### config.mk
export PLATFORM = sky130hd
export DESIGN_NAME = alu_core
export DESIGN_NICKNAME = d
export VERILOG_FILES = /design/src/rtl/alu_core.sv
export SDC_FILE = /design/constraint.sdc
export NUM_CORES = 1
export LEC_CHECK = 0
export CAP_MARGIN = 5
export CORE_ASPECT_RATIO = 0.6
export CORE_MARGIN = 4
export CORE_UTILIZATION = 52
export DETAILED_ROUTE_END_ITERATION = 10
export PLACE_DENSITY = 0.72
export SYNTH_ARGS = -nofsm -noshare
export SYNTH_HDL_FRONTEND = slang
export SYNTH_SLANG_ARGS = --single-unit
### constraint.sdc
create_clock -name clk -period 17.15 [get_ports clk]
set_input_delay 5.145 -clock clk [delete_from_list [all_inputs] [get_ports clk]]
set_output_delay 5.145 -clock clk [all_outputs]
set_load 0.05 [all_outputs]
### src/rtl/alu_core.sv
// alu_core: sequential 8-bit ALU feeding the status register.
// Single-cycle ops (logic, add/sub, shift, compare, reserved, divide-by-zero)
// complete at the accepting edge. MUL and DIV iterate one bit per cycle for
// 8 cycles. Every completion raises done / stat_wr_en for one cycle.
//
// state   | meaning
// --------+---------------------------------------------------------
// IDLE    | waiting for start
// MUL_RUN | shift-add multiply in progress, cnt = bit being processed
// DIV_RUN | restoring divide in progress, cnt = bit being processed
// FIN     | result valid, done pulse; a new start is accepted here too
module alu_core #(
   parameter int DataWidth     = 8,
   parameter int NumStatusBits = 6
) (
   input  logic                     clk,
   input  logic                     res_n,
   input  logic                     start,
   input  logic [3:0]               opcode,
   input  logic [DataWidth-1:0]     op_a,
   input  logic [DataWidth-1:0]     op_b,
   input  logic                     carry_in,
   output logic                     busy,
   output logic                     done,
   output logic                     stat_wr_en,
   output logic [DataWidth-1:0]     result,
   output logic [DataWidth-1:0]     result_hi,
   output logic [NumStatusBits-1:0] alu_status
);

   localparam int W = DataWidth;

   localparam logic [3:0] OP_ADD = 4'd0;
   localparam logic [3:0] OP_ADC = 4'd1;
   localparam logic [3:0] OP_SUB = 4'd2;
   localparam logic [3:0] OP_SBC = 4'd3;
   localparam logic [3:0] OP_AND = 4'd4;
   localparam logic [3:0] OP_OR  = 4'd5;
   localparam logic [3:0] OP_XOR = 4'd6;
   localparam logic [3:0] OP_NOT = 4'd7;
   localparam logic [3:0] OP_SHL = 4'd8;
   localparam logic [3:0] OP_SHR = 4'd9;
   localparam logic [3:0] OP_CMP = 4'd10;
   localparam logic [3:0] OP_MUL = 4'd11;
   localparam logic [3:0] OP_DIV = 4'd12;

   typedef enum logic [1:0] {
      IDLE    = 2'd0,
      MUL_RUN = 2'd1,
      DIV_RUN = 2'd2,
      FIN     = 2'd3
   } state_t;

   state_t               state;
   logic [2:0]           cnt;
   logic [2*W-1:0]       acc;
   logic [2*W-1:0]       mcand;
   logic [W-1:0]         mplier;
   logic [W-1:0]         rem;
   logic [W-1:0]         quo;
   logic [W-1:0]         b_q;
   logic                 cin_q;

   logic [W:0]           ext;
   logic [W-1:0]         sc_res;
   logic [W-1:0]         sc_hi;
   logic                 sc_c;
   logic                 sc_v;
   logic                 sc_e;
   logic                 sc_rsvd;
   logic [5:0]           sc_stat;

   logic [2*W-1:0]       mul_acc_nxt;
   logic [W:0]           div_shift;
   logic [W:0]           div_diff;
   logic                 div_ge;
   logic [W-1:0]         div_rem_nxt;
   logic [W-1:0]         div_quo_nxt;

   // Single-cycle result and flags, computed straight from the live inputs.
   always_comb begin
      ext     = '0;
      sc_res  = '0;
      sc_hi   = '0;
      sc_c    = carry_in;
      sc_v    = 1'b0;
      sc_e    = 1'b0;
      sc_rsvd = 1'b0;
      case (opcode)
         OP_ADD, OP_ADC: begin
            ext    = {1'b0, op_a} + {1'b0, op_b}
                   + {{W{1'b0}}, (opcode == OP_ADC) & carry_in};
            sc_res = ext[W-1:0];
            sc_c   = ext[W];
            sc_v   = (op_a[W-1] == op_b[W-1]) && (ext[W-1] != op_a[W-1]);
         end
         OP_SUB, OP_SBC, OP_CMP: begin
            // Bit W of the 9-bit difference is the borrow (A < B + cin).
            ext    = {1'b0, op_a} - {1'b0, op_b}
                   - {{W{1'b0}}, (opcode == OP_SBC) & carry_in};
            sc_res = ext[W-1:0];
            sc_c   = ext[W];
            sc_v   = (op_a[W-1] != op_b[W-1]) && (ext[W-1] != op_a[W-1]);
         end
         OP_AND: sc_res = op_a & op_b;
         OP_OR:  sc_res = op_a | op_b;
         OP_XOR: sc_res = op_a ^ op_b;
         OP_NOT: sc_res = ~op_a;
         OP_SHL: {sc_c, sc_res} = {op_a, 1'b0};
         OP_SHR: {sc_res, sc_c} = {1'b0, op_a};
         OP_MUL: sc_res = '0;
         OP_DIV: begin
            // Only divide-by-zero completes in one cycle.
            sc_res = '1;
            sc_hi  = op_a;
            sc_e   = 1'b1;
         end
         default: sc_rsvd = 1'b1;
      endcase
      if (sc_rsvd) begin
         sc_stat = {1'b1, 4'b0000, carry_in};
      end else begin
         sc_stat = {sc_e, ~^sc_res, sc_v, sc_res[W-1], sc_res == '0, sc_c};
      end
   end

   // One multiply step and one restoring-divide step per cycle.
   always_comb begin
      mul_acc_nxt = acc + (mplier[0] ? mcand : '0);
      div_shift   = {rem, quo[W-1]};
      div_ge      = div_shift >= {1'b0, b_q};
      div_diff    = div_shift - {1'b0, b_q};
      div_rem_nxt = div_ge ? div_diff[W-1:0] : div_shift[W-1:0];
      div_quo_nxt = {quo[W-2:0], div_ge};
   end

   assign stat_wr_en = done;

   // Sequencer with registered busy/done and result outputs.
   always_ff @(posedge clk) begin
      if (!res_n) begin
         state      <= IDLE;
         cnt        <= '0;
         busy       <= 1'b0;
         done       <= 1'b0;
         result     <= '0;
         result_hi  <= '0;
         alu_status <= '0;
         acc        <= '0;
         mcand      <= '0;
         mplier     <= '0;
         rem        <= '0;
         quo        <= '0;
         b_q        <= '0;
         cin_q      <= 1'b0;
      end else begin
         case (state)
            IDLE, FIN: begin
               state <= IDLE;
               busy  <= 1'b0;
               done  <= 1'b0;
               if (start) begin
                  b_q   <= op_b;
                  cin_q <= carry_in;
                  cnt   <= '0;
                  if (opcode == OP_MUL) begin
                     state  <= MUL_RUN;
                     busy   <= 1'b1;
                     acc    <= '0;
                     mcand  <= {{W{1'b0}}, op_a};
                     mplier <= op_b;
                  end else if (opcode == OP_DIV && op_b != '0) begin
                     state <= DIV_RUN;
                     busy  <= 1'b1;
                     rem   <= '0;
                     quo   <= op_a;
                  end else begin
                     state      <= FIN;
                     done       <= 1'b1;
                     result     <= sc_res;
                     result_hi  <= sc_hi;
                     alu_status <= sc_stat;
                  end
               end
            end
            MUL_RUN: begin
               acc    <= mul_acc_nxt;
               mcand  <= mcand << 1;
               mplier <= mplier >> 1;
               cnt    <= cnt + 3'd1;
               if (cnt == 3'd7) begin
                  state      <= FIN;
                  busy       <= 1'b0;
                  done       <= 1'b1;
                  result     <= mul_acc_nxt[W-1:0];
                  result_hi  <= mul_acc_nxt[2*W-1:W];
                  alu_status <= {1'b0, ~^mul_acc_nxt[W-1:0], 1'b0,
                                 mul_acc_nxt[2*W-1], mul_acc_nxt == '0,
                                 |mul_acc_nxt[2*W-1:W]};
               end
            end
            DIV_RUN: begin
               rem <= div_rem_nxt;
               quo <= div_quo_nxt;
               cnt <= cnt + 3'd1;
               if (cnt == 3'd7) begin
                  state      <= FIN;
                  busy       <= 1'b0;
                  done       <= 1'b1;
                  result     <= div_quo_nxt;
                  result_hi  <= div_rem_nxt;
                  alu_status <= {1'b0, ~^div_quo_nxt, 1'b0, div_quo_nxt[W-1],
                                 div_quo_nxt == '0, cin_q};
               end
            end
            default: state <= IDLE;
         endcase
      end
   end

endmodule
==> results_dict.tcl <==
set metrics [dict create \
    status "finished, final reports clean" \
    regArea_sq_mm 0.00188 \
    synth_compound_area_share_pct 28.5 \
    nets 1076 \
    path_clk_slew_ns 0.07 \
    cts_root_buf "clkbuf_16" \
    synth_flop_cell "dfxtp_1" \
    ff2ff_setup_slack_ns 13.41 \
    fillers 1229 \
    num_vias 7188 \
    path_class "primary input to flip-flop" \
    grt.total_usage_pct 28.2 \
    slew_violations 0 \
    synth_fa_ha_area_share_pct 13.6 \
    grt_pass1_vias 6539 \
    detail_route.iter0.violations 781 \
    grt-ovfl-total 0 \
    p_sw_share_pct 47.7 \
    crit_cells 19 \
    cp.arrival_ns 9.86 \
    synthXorXnorAreaFrac_pct 4.23 \
    dieArea_sq_mm 0.0160 \
    clock_path_buffers 2 \
    cp_max_fo 21 \
    cts_resized 0 \
    initial_core_util_pct 53.1 \
    avgSynthCellArea_sq_um 7.52 \
    portBuffers 48 \
    synth-simple-area-share_pct 20.9 \
    r2r-end "alu_status[4]" \
    critPathMaxStageDelay_ns 0.76 \
    hold_buffers 0 \
    antenna_found_initial 0 \
    ys_seq_area_share_pct 25.9 \
    cts_htree_levels 3 \
    clock_skew_ns 0.0131 \
    dr.pass1.iters 5 \
    drc 0 \
    synth.yosys.warnings 0 \
    netlist_instances 965 \
    cts_buffers 9 \
    dieHeight_microns 99.5 \
    syn2layout_area_growth_pct 11.7 \
    gp_congestion 0.973 \
    p_per_area_mw_per_mm2 131 \
    p_switching_uw 506 \
    ant_nets 0 \
    synth_seq_cells 94 \
    hold_violations 0 \
    synth_top_family_by_area "compound AO/OA/AOI/OAI gates" \
    async_reset_ff_share_pct 0 \
    endpoint "alu_status[4]" \
    core_area_sq_mm 0.0137 \
    ys_types 67 \
    synth_edf_count 0 \
    routedWlPerCell_microns 19.1 \
    max_slew_margin_pct 39.3 \
    synth.area.mux_share_pct 0.863 \
    antenna_cells 0 \
    multi_input_area_sq_mm 0.00494 \
    grt_max_degree 50 \
    grt_pass1_wl_microns 36300 \
    critical_path.top_delay_family "simple AND/OR/NAND/NOR gates" \
    tightest_slew_ns 0.907 \
    clock_sinks 94 \
    dp.cells 1158 \
    via_per_inst 6.13 \
    rows 33 \
    clock_latency_ns 0.35 \
    dieWidth_microns 160 \
    hold_class "flip-flop to flip-flop" \
    cp_slowest_cell "clkdlybuf4s50_1" \
    post_cts_buffers 0 \
    power.internal_uw 555 \
    worst_setup_path_end_kind "flip-flop" \
    period_share_pct 56.1 \
    worstReg2RegStart "mplier[0]" \
    post-route-min-period_ns 9.63 \
    rsz0062_at_grt "no" \
    crit_start "opcode[2]" \
    tns_ns 0 \
    cp_common_cell "nor2_1" \
    post-dp-hpwl_microns 16800 \
    fin_ws_ns 7.52 \
    synth_area_sq_mm 0.00725 \
    ios 49 \
    dp_slack_ns 7.25 \
    p_clk_share_pct 18.2 \
    final_cells 1173 \
    finalWirelength_microns 22400 \
    cp_cell_sequence "clkdlybuf4s50_1 -> nor2_1 -> nand4_1 -> fa_1 -> inv_1 -> ha_1 -> or2_2 -> fa_1 -> o21ai_0 -> nand2b_1 -> xnor2_1 -> nor2_1 -> nor4_1 -> ha_1 -> xnor2_1 -> xnor2_1 -> o22ai_1 -> nor2_1 -> nor2_1" \
    leakagePower_nw 3.14 \
    rr_worst_depth 14 \
    drive_gt1_share_pct 4.89 \
    seqPwrFrac_pct 28.3 \
    syn-num-nets 1064 \
    cts_tree "done" \
    fmax_mhz 104 \
    setup_violations 0 \
    irDropWorstVdd_uv 110 \
    comb_power_share_pct 53.5 \
    crit_buf_inv 2 \
    cap_violations 0 \
    worstSetupStartpointType "primary input" \
    critical_path_required_ns 17.39 \
]
## power groups by stage
stage / Combinational [mW] / Clock [mW] / Sequential (mW)
global route: 0.620 / 0.204 / 0.305
detailed placement: 0.554 / 0 / 0.303
CTS: 0.557 / 0.196 / 0.299
finish: 0.568 / 0.193 / 0.300
floorplan: 0.345 / 0 / 0.351
global placement: 0.552 / 0 / 0.303
## worst register-to-register path, cell delays in order, from the launching register on
cell and delay, ns:
dfxtp_1 0.71, and2_1 0.27, ha_1 0.26, a211oi_1 0.43, o211ai_1 0.33, nand2_1 0.18, xnor2_1 0.27, inv_1 0.09
ha_1 0.31, xor2_1 0.16, xnor2_1 0.13, a22oi_1 0.22, o22ai_1 0.11, nor2_1 0.12, nor2_1 0.05
## cell usage after synthesis, drive strengths merged, types with 7 or more instances
library cell | n | share of area, %
a211oi | 14 | 1.4
a21o | 10 | 1.0
a21oi | 89 | 6.1
a221oi | 10 | 1.2
a22oi | 10 | 1.0
a31oi | 13 | 1.1
and2 | 20 | 1.7
and3 | 7 | 0.62
buf | 12 | 0.76
clkbuf | 46 | 2.4
dfxtp | 94 | 26
ha | 69 | 12
inv | 55 | 2.8
nand2 | 114 | 5.9
nand3 | 29 | 2.0
nand4 | 8 | 0.69
nor2 | 92 | 4.8
nor2b | 10 | 0.86
nor3 | 18 | 1.2
o211ai | 34 | 3.5
o21a | 10 | 1.0
o21ai | 64 | 4.5
or2 | 9 | 0.78
xnor2 | 20 | 2.4
xor2 | 15 | 1.8
## cells in the final DEF (no fill, tap or decap), drive strengths merged, types with 6 or more instances in the layout
master and n:
nand2 114, dfxtp 94, nor2 92, a21oi 89
ha 69, o21ai 64, inv 58, clkdlybuf4s50 48
o211ai 34, nand3 29, and2 20, xnor2 20
nor3 18, xor2 15, a211oi 14, a31oi 13
buf 11, nor2b 10, a221oi 10, a22oi 10
o21a 10, a21o 10, clkbuf 9, or2 9
nand4 8, and3 7, a211o 6, nor4 6
fa 6
## worst min-delay path by stage
stage / depth (start not counted) / to / start / slack, ns
after global routing: 2 / result[3] / result[3] / 0.48
after floorplan: 2 / mcand[15] / mcand[15] / 0.43
after CTS: 2 / result[3] / result[3] / 0.45
final: 2 / result[3] / result[3] / 0.45
after detailed placement: 2 / result[3] / result[3] / 0.45
after global placement: 2 / result[3] / result[3] / 0.44
## cell type report
type                       count  area share, %
timing repair buffer          59           6.95
multi-input combinational    758           61.0
inverter                      55           2.55
tap                          192           2.96
clock inverter                 6          0.571
clock buffer                   9           2.78
sequential                    94           23.2
## sequential cells by signal (all words and copies together) (netlist names), 8 cells and up
register,cells
quo,8
mcand,16
result_hi,8
mplier,8
acc,16
result,8
rem,8
b_q,8
## through the flow
| step | hold WS (ns) | power (mW) | area [sq um] | util (%) |
|---|---|---|---|---|
| global route | 0.477 | 1.13 | 8110 | 59.3 |
| floorplan | 0.432 | 0.697 | 7250 | - |
| global placement | 0.445 | 0.855 | 7830 | 57.3 |
| CTS | 0.455 | 1.05 | 8110 | 59.3 |
| finish | 0.452 | 1.06 | 8110 | 59.3 |
| detailed placement | 0.447 | 0.857 | 7830 | 57.3 |
## metal layers
metal	global-route usage (%)	routed length [microns]	vias to the layer above
li1	-	-	3488
met1	44.2	11300	3381
met2	39.0	8880	296
met3	6.50	2030	23
met4	5.82	257	0
met5	0	0	-
## cells by family (layout without fill, tap and decap cells)
| family | after synthesis | after routing |
|---|---|---|
| AOI/OAI and AO/OA | 311 | 311 |
| xor gates and xnor gates | 35 | 35 |
| adders and majority gates | 75 | 75 |
| buffers and inverters | 113 | 129 |
| DFF | 94 | 94 |
| muxes | 5 | 5 |
| and+or+nand+nor | 332 | 332 |
(Power assumes the default switching activity.)
